`config.mk`:
```
export PLATFORM = sky130hd
export DESIGN_NAME = pwm_servo_multi
export DESIGN_NICKNAME = d
export VERILOG_FILES = /design/src/rtl/pwm_servo_multi.sv
export SDC_FILE = /design/constraint.sdc
export NUM_CORES = 1
export LEC_CHECK = 0
export BUFFER_PORTS_ARGS = -buffer_cell sky130_fd_sc_hd__buf_2
export CAP_MARGIN = 20
export CORE_MARGIN = 4
export CORE_UTILIZATION = 55
export DETAILED_ROUTE_END_ITERATION = 10
export PLACE_DENSITY = 0.71
export RECOVER_POWER = 25
export SYNTH_ARGS = -nofsm -noshare
export SYNTH_HDL_FRONTEND = slang
export SYNTH_SLANG_ARGS = --single-unit
```
`constraint.sdc`:
```
create_clock -name clk -period 5.25 [get_ports clk]
set_input_delay 0 -clock clk [delete_from_list [all_inputs] [get_ports clk]]
set_output_delay 0 -clock clk [all_outputs]
set_load 0.05 [all_outputs]
```
`src/rtl/pwm_servo_multi.sv`:
```
`default_nettype none
// ============================================================================
// Module      : pwm_servo_multi
// Description : N-channel servo PWM generator with one shared period counter.
//               Each channel keeps a target width (stepped by debounced
//               left/right buttons on the selected channel) and an active
//               width that drives the comparator. Active follows target only
//               at the period boundary, optionally rate-limited by SLEW, so a
//               running pulse is never cut short or stretched.
// Ports       : clk          - system clock
//               rst          - synchronous reset, active-high
//               btn_left     - raw button, decrement target of selected channel
//               btn_right    - raw button, increment target of selected channel
//               btn_sel      - raw button, advance selected channel
//               pwm_out      - registered PWM outputs, one per channel
//               sel_ch       - currently selected channel
//               sel_target   - target width of the selected channel
//               period_start - one-cycle pulse on the first cycle of a period
// Revision    : 1.0 - initial release
// ============================================================================
module pwm_servo_multi #(
    parameter int N_CH      = 4,
    parameter int CNT_W     = 20,
    parameter int PERIOD    = 1000000,
    parameter int MIN_PULSE = 50000,
    parameter int MAX_PULSE = 100000,
    parameter int CENTER    = 75000,
    parameter int STEP      = 5000,
    parameter int SLEW      = 0,
    parameter int DEB_CYC   = 500000,
    localparam int SEL_W    = (N_CH > 1) ? $clog2(N_CH) : 1
) (
    input  logic             clk,
    input  logic             rst,
    input  logic             btn_left,
    input  logic             btn_right,
    input  logic             btn_sel,
    output logic [N_CH-1:0]  pwm_out,
    output logic [SEL_W-1:0] sel_ch,
    output logic [CNT_W-1:0] sel_target,
    output logic             period_start
);

    localparam int DEB_W = (DEB_CYC > 1) ? $clog2(DEB_CYC) : 1;

    localparam logic [CNT_W-1:0] c_PERIOD_LAST = CNT_W'(PERIOD - 1);
    localparam logic [CNT_W-1:0] c_CENTER      = CNT_W'(CENTER);
    localparam logic [CNT_W-1:0] c_MIN         = CNT_W'(MIN_PULSE);
    localparam logic [CNT_W-1:0] c_MAX         = CNT_W'(MAX_PULSE);
    localparam logic [CNT_W-1:0] c_SLEW        = CNT_W'(SLEW);
    localparam logic [CNT_W:0]   c_STEP_W      = (CNT_W+1)'(STEP);
    localparam logic [CNT_W:0]   c_MIN_W       = (CNT_W+1)'(MIN_PULSE);
    localparam logic [CNT_W:0]   c_MAX_W       = (CNT_W+1)'(MAX_PULSE);
    localparam logic [DEB_W-1:0] c_DEB_LAST    = DEB_W'(DEB_CYC - 1);
    localparam logic [SEL_W-1:0] c_SEL_LAST    = SEL_W'(N_CH - 1);

    // ------------------------------------------------------------------------
    // Button conditioning: bit 0 = left, bit 1 = right, bit 2 = select
    // ------------------------------------------------------------------------
    logic [2:0] w_btn_raw;
    logic [2:0] w_btn_evt;

    assign w_btn_raw = {btn_sel, btn_right, btn_left};

    for (genvar b = 0; b < 3; b++) begin : g_btn
        logic             r_sync_meta;
        logic             r_sync;
        logic             r_deb;
        logic             r_evt;
        logic [DEB_W-1:0] r_dcnt;

        always_ff @(posedge clk) begin
            if (rst) begin
                r_sync_meta <= 1'b0;
                r_sync      <= 1'b0;
                r_deb       <= 1'b0;
                r_evt       <= 1'b0;
                r_dcnt      <= '0;
            end else begin
                r_sync_meta <= w_btn_raw[b];
                r_sync      <= r_sync_meta;
                r_evt       <= 1'b0;
                if (r_sync == r_deb) begin
                    // Agreement (or a bounce back) restarts the stability run.
                    r_dcnt <= '0;
                end else if (r_dcnt == c_DEB_LAST) begin
                    // Differing level has now held for DEB_CYC cycles.
                    r_dcnt <= '0;
                    r_deb  <= r_sync;
                    r_evt  <= r_sync;
                end else begin
                    r_dcnt <= r_dcnt + 1'b1;
                end
            end
        end

        assign w_btn_evt[b] = r_evt;
    end

    logic w_evt_left;
    logic w_evt_right;
    logic w_evt_sel;

    assign w_evt_left  = w_btn_evt[0];
    assign w_evt_right = w_btn_evt[1];
    assign w_evt_sel   = w_btn_evt[2];

    // ------------------------------------------------------------------------
    // Period counter and per-channel state
    // ------------------------------------------------------------------------
    logic [CNT_W-1:0] r_cnt;
    logic [CNT_W-1:0] r_target [N_CH];
    logic [CNT_W-1:0] r_active [N_CH];
    logic [CNT_W-1:0] w_next_active [N_CH];
    logic [N_CH-1:0]  r_pwm;
    logic [SEL_W-1:0] r_sel;
    logic             r_period_start;
    logic             w_period_end;

    assign w_period_end = (r_cnt == c_PERIOD_LAST);

    // ------------------------------------------------------------------------
    // Saturating step of the selected target, computed one bit wider so that
    // neither the add nor the subtract can wrap before saturation is applied.
    // ------------------------------------------------------------------------
    logic [CNT_W:0]   w_cur_w;
    logic [CNT_W:0]   w_up_w;
    logic [CNT_W:0]   w_dn_w;
    logic [CNT_W-1:0] w_up_sat;
    logic [CNT_W-1:0] w_dn_sat;
    logic [CNT_W-1:0] w_step_target;
    logic             w_step_en;

    assign w_cur_w = {1'b0, r_target[r_sel]};
    assign w_up_w  = w_cur_w + c_STEP_W;
    assign w_dn_w  = w_cur_w - c_STEP_W;

    always_comb begin
        w_up_sat = c_MAX;
        if (w_up_w <= c_MAX_W) begin
            w_up_sat = w_up_w[CNT_W-1:0];
        end
        w_dn_sat = c_MIN;
        if ((w_cur_w >= c_STEP_W) && (w_dn_w >= c_MIN_W)) begin
            w_dn_sat = w_dn_w[CNT_W-1:0];
        end
    end

    // Simultaneous left and right events cancel.
    assign w_step_en     = w_evt_left ^ w_evt_right;
    assign w_step_target = w_evt_right ? w_up_sat : w_dn_sat;

    // Active value each channel adopts at the next period boundary.
    always_comb begin
        for (int i = 0; i < N_CH; i++) begin
            w_next_active[i] = r_target[i];
            if (SLEW != 0) begin
                if (r_active[i] < r_target[i]) begin
                    if ((r_target[i] - r_active[i]) > c_SLEW) begin
                        w_next_active[i] = r_active[i] + c_SLEW;
                    end
                end else if (r_active[i] > r_target[i]) begin
                    if ((r_active[i] - r_target[i]) > c_SLEW) begin
                        w_next_active[i] = r_active[i] - c_SLEW;
                    end
                end
            end
        end
    end

    always_ff @(posedge clk) begin
        if (rst) begin
            r_cnt          <= '0;
            r_pwm          <= '0;
            r_period_start <= 1'b0;
            r_sel          <= '0;
            for (int i = 0; i < N_CH; i++) begin
                r_target[i] <= c_CENTER;
                r_active[i] <= c_CENTER;
            end
        end else begin
            r_cnt          <= w_period_end ? '0 : r_cnt + 1'b1;
            r_period_start <= (r_cnt == '0);

            for (int i = 0; i < N_CH; i++) begin
                r_pwm[i] <= (r_cnt < r_active[i]);
                if (w_period_end) begin
                    r_active[i] <= w_next_active[i];
                end
            end

            // Uses the pre-increment select, so a coinciding step lands on
            // the channel that was selected when the buttons were pressed.
            if (w_step_en) begin
                r_target[r_sel] <= w_step_target;
            end

            if (w_evt_sel) begin
                r_sel <= (r_sel == c_SEL_LAST) ? '0 : r_sel + 1'b1;
            end
        end
    end

    assign pwm_out      = r_pwm;
    assign sel_ch       = r_sel;
    assign sel_target   = r_target[r_sel];
    assign period_start = r_period_start;

endmodule
`default_nettype wire

```
== After elaboration in Yosys (flattened, before gate mapping) ==
Memory sizes are Yosys's and may differ from the RTL's. A register that Yosys moved wholly into a read port is not among the register bits.
Index checks and enable logic that the tools add are counted.
Word-level totals
  ROM bits: 0
  memories kept: 2
  output and inout port bits: 27
  register bits: 96
  bits in latches: 0
  RAM bits: 160
Cells by class
  multiplexer cells: 21
  reductions and logical operators: 13
  add/sub/neg operators: 7
  divide/modulo/power cells: 0
  bitwise operators: 11
  $mul: 0
  equality and inequality tests: 8
  magnitude comparators: 7
  shifts and indexed selects: 0
Memory list
  r_active: depth 4, width 20, read ports 4, clocked after memory_dff 0, write ports 4, line 113  | logic [CNT_W-1:0] r_active [N_CH];
  r_target: depth 4, width 20, read ports 5, clocked after memory_dff 1, write ports 4, line 112  | logic [CNT_W-1:0] r_target [N_CH];
Operators with widths (count)
  $mux W20: 8
  $lt A20 B20 Y1: 4
  $add A19 B1 Y19 const B: 3
  $eq A19 B19 Y1 const B: 3
  $add A20 B13 Y21 const B: 1
  $ge A21 B16 Y1 const B: 1
  $le A21 B17 Y1 const B: 1
  $sub A20 B13 Y21 const B: 1
  $add A20 B1 Y20 const B: 1
  $eq A20 B20 Y1 const B: 1
  $ge A20 B13 Y1 const B: 1
  $logic_not A20 Y1: 1
  $reduce_or A20 Y1: 1
  $reduce_or A3 Y1: 6
  $mux W1: 9
  $mux W2: 4
  $not A1 Y1: 6
  $reduce_and A2 Y1: 3
  $or A1 B1 Y1: 4
  $eq A1 B1 Y1: 3
  $add A2 B1 Y2 const B: 1
  $eq A2 B2 Y1 const B: 1
  $reduce_or A2 Y1: 1
  $logic_and A1 B1 Y1: 1
  $xor A1 B1 Y1: 1

== Depth between registers and ports, before layout ==
  depth after elaboration: 6
  depth in mapped cells: 16
  mapped depth without buffers: 13

== Least setup slack after synthesis ==
No wires, ideal clock.
  path type: reg-to-reg
  start point: reg (tool-made name)
  end point: mem r_target[0][3], data pin
  data arrival time: 4.040 ns
  path slack: 0.915 ns
  buffers on the path: 2
  cell stages (with the launch flop): 15
  cell sequence: dfxtp_1 > mux4_1 > clkbuf_1 > inv_1 > ha_1 > inv_1 > or3_1 > a21oi_2 > and2_1 > xnor2_1 > nor4b_1 > a211oi_4 > nor2_2 > buf_2 > o21ai_0
RTL lines (line)
  end, declared: 112

==> results.md <==
- CP Launch Type: register
- # H-tree levels: 1
- P&R area growth vs syn: 10.6%
- Post-synth cell types: 70
- Multi-input gate area in the final layout: 6110 um^2
- Clock Latency Late Sink: 0.53 ns
- Post-synth ARST share: 0%
- Status: complete, but fails checks
- Rel. slew slack: -78.0%
- CTS Buffer Depth: 3
- Post-CTS Repair Setup Buffers: 0
- Fin crit period: 4.48 ns
- Reg clk slew, reported paths: 0.06 ns
- Initial Util: 55.6%
- IO Count: 32
- Final Cycle Share: 85.4%
- Worst slew pin tran: 2.67 ns
- Total GRT Usage: 22.1%
- Switching share of power: 22.4%
- Max Clk Rate: 223 MHz
- CP max FO: 24
- Gp weighted congestion: 0.929
- Die Span Y: 165 um
- Net Count, Synth: 1374
- Antenna viol nets, final: 0
- Layout cell share with drive strength beyond 1: 9.45%
- CTS buffer count: 27
- Clk pwr share: 43.8%
- CTS tree: yes
- CP endpoint kind: register
- Crit path kind: register to register
- Setup TNS: 0 ns
- DR iter-0 viols: 730
- First-pass GRT wire length: 47900 um
- Site Rows: 57
- Synth Register Bits: 258
- Seq pwr share: 49.9%
- Mapped Avg Cell Area: 10.5 um^2
- Worst EP required: 5.47 ns
- Vias in the first global route: 8911
- Mapped cell area: 13500 um^2
- Hold/Removal Path Class: input port to register
- Register area share after synthesis: 50.2%
- Crit path DAT: 4.70 ns
- Unrepaired setup endpoints after global routing: no
- DRC: 0
- Leak: 0.00592 uW
- Failing checks: max-capacitance violations, max-slew violations
- # nets final: 1403
- Reg area: 6770 um^2
- Worst-case clock skew: 0.0158 ns
- Die X: 165 um
- Remaining global-route overflow: 0
- Comb power frac: 6.3%
- Post-Route WL: 29600 um
- Drt first pass iters: 5
- P_sw: 1010 uW
- DP Wirelength: 21000 um
- Core area: 24200 um^2
- Port Buffers: 31
- Largest net degree at the start of global routing: 59
- Clock Tree Root: clkbuf_16
- EDFF count, synth: 160
- Internal power: 3490 uW
- Fin. Hold Viols: 0
- Clock sinks: 258
- Final setup viols: 0
- Max-Cap Viols: 1
- # resized after CTS: 0
- Die ar.: 27100 um^2
- Layout fillers: 1994
- Max rail drop VDD: 286 uV
- Final Max Slew Viols: 59
- Diodes inserted: 0
- WL/cell: 17.9 um
- Final cell count without fillers: 1657
- Initial antenna violation count: 0
- Dpl cells: 1600
- Via density: 5.62
- Total number of vias: 9306
- Synth Flop Type: edfxtp_1
- P per Cell Area: 302 nW/um^2
- Warnings, synthesis: 0
- Cells after synthesis: 1283
-- power by group through the flow --
stage / clock network [uW] / registers, uW / logic, uW
finish: 1970 / 2250 / 284
CTS: 2000 / 2250 / 282
detailed placement: 0 / 2290 / 277
global route: 2090 / 2250 / 311
global placement: 0 / 2290 / 273
floorplan: 0 / 2280 / 208
-- path summary, 6_finish.rpt --
check	startpoint	endpoint	slack, ns	cells past startpoint
min	btn_left	g_btn[0].r_sync_meta$_SDFF_PP0_	0.22	3
max	register	r_target[1][3]$_SDFFCE_PN1P_	0.77	11
min reg2reg	g_btn[2].r_sync_meta$_SDFF_PP0_	g_btn[2].r_sync$_SDFF_PP0_	0.44	1
max reg2reg	register	r_target[1][3]$_SDFFCE_PN1P_	0.77	11
-- synth_stat cells, drive strengths merged (20+ instances only) --
cell type,number,area [um^2]
nand2,79,297
xnor2,40,350
nor3,31,170
dfxtp,98,1960
clkbuf,32,120
a21o,34,255
ha,86,1080
a21oi,42,218
or3,44,275
xor2,49,429
o21ai,22,114
edfxtp,160,4800
inv,98,368
and2,51,319
nand3,46,235
nand4,20,125
nor2,166,626
mux4,20,454
-- metrics by stage --
stage | total power (uW) | hold WS [ns] | util (%) | setup slack [ns] | instance area [um^2]
6_report | 4500 | 0.219 | 61.5 | 0.768 | 14900
3_3_place_gp | 2560 | 0.220 | 57.4 | 0.908 | 13900
5_1_grt | 4660 | 0.231 | 61.5 | 0.360 | 14900
4_1_cts | 4530 | 0.212 | 61.4 | 0.763 | 14900
3_5_place_dp | 2570 | 0.222 | 57.4 | 0.774 | 13900
2_1_floorplan | 2490 | 0.128 | - | 0.915 | 13500
-- cell families (layout without fill, tap and decap cells) --
| family | after synthesis | count (layout) | synth area share (%) |
|---|---|---|---|
| buffers and inverters | 148 | 198 | 4.56 |
| multiplexers | 27 | 27 | 3.90 |
| AO/OA/AOI/OAI | 148 | 148 | 7.58 |
| XOR/XNOR | 89 | 89 | 5.78 |
| flip-flops | 258 | 258 | 50.2 |
| adder cells (fa/ha/maj) | 86 | 86 | 7.98 |
| AND/OR/NAND/NOR | 527 | 527 | 20.0 |
-- flip-flops by register name (all words and copies together), names as in the netlist, named ones only --
register,cells
r_cnt,20
g_btn.r_sync,3
g_btn.r_evt,3
g_btn.r_sync_meta,3
g_btn.r_deb,3
r_active,80
r_target,80
pwm_out,4
sel_ch,2
g_btn.r_dcnt,57
period_start,1
-- timing repair --
| action | 4_1_cts | 5_1_grt |
|---|---|---|
| hold buffers | 5 | 0 |
| endpoints found under the setup margin | 0 | 0 |
| hold endpoints to repair | 7 | 0 |
-- layout by cell type (no fill, tap or decap), drive strengths merged, types with 8 or more instances in the layout --
cell type | synthesis | layout
clkinv | 0 | 8
edfxtp | 160 | 160
nand2b | 14 | 14
nand4 | 20 | 20
and3 | 18 | 18
buf | 18 | 34
a21oi | 42 | 42
clkbuf | 32 | 46
and2 | 51 | 51
nor4 | 10 | 10
ha | 86 | 86
xor2 | 49 | 49
or3 | 44 | 44
nor3 | 31 | 31
nor2 | 166 | 166
nor4b | 9 | 9
dfxtp | 98 | 98
o21ai | 22 | 22
xnor2 | 40 | 40
mux4 | 20 | 20
nor2b | 16 | 16
nand3 | 46 | 46
nand2 | 79 | 79
a21o | 34 | 34
inv | 98 | 101
-- cell type report --
cell class | count | area share, %
multi-input combinational | 877 | 41.0
timing repair buffer | 50 | 2.14
clock buffer | 35 | 5.21
sequential | 258 | 45.4
clock inverter | 15 | 1.06
inverter | 98 | 2.47
tap | 324 | 2.72
-- worst max-delay path: stages (launching register included) --
cell      delay (ns)
dfxtp_1         0.43
buf_4           0.39
mux4_2          0.72
or3_1           0.47
a21oi_2         0.32
and2_1          0.21
xnor2_1         0.14
nor4b_1         0.64
a211oi_4        0.27
nor2_2          0.16
buf_4           0.28
o21ai_0         0.13
-- metal layers --
layer  track usage, %  up-vias  part of all wire, %
met3             3.57       49                  6.9
met1             32.7     4368                   46
met5                0        -                    0
met4             5.60        0                  2.4
li1                 -     4572                    -
met2             34.5      317                   45
Power figures use the tool's default switching activity.
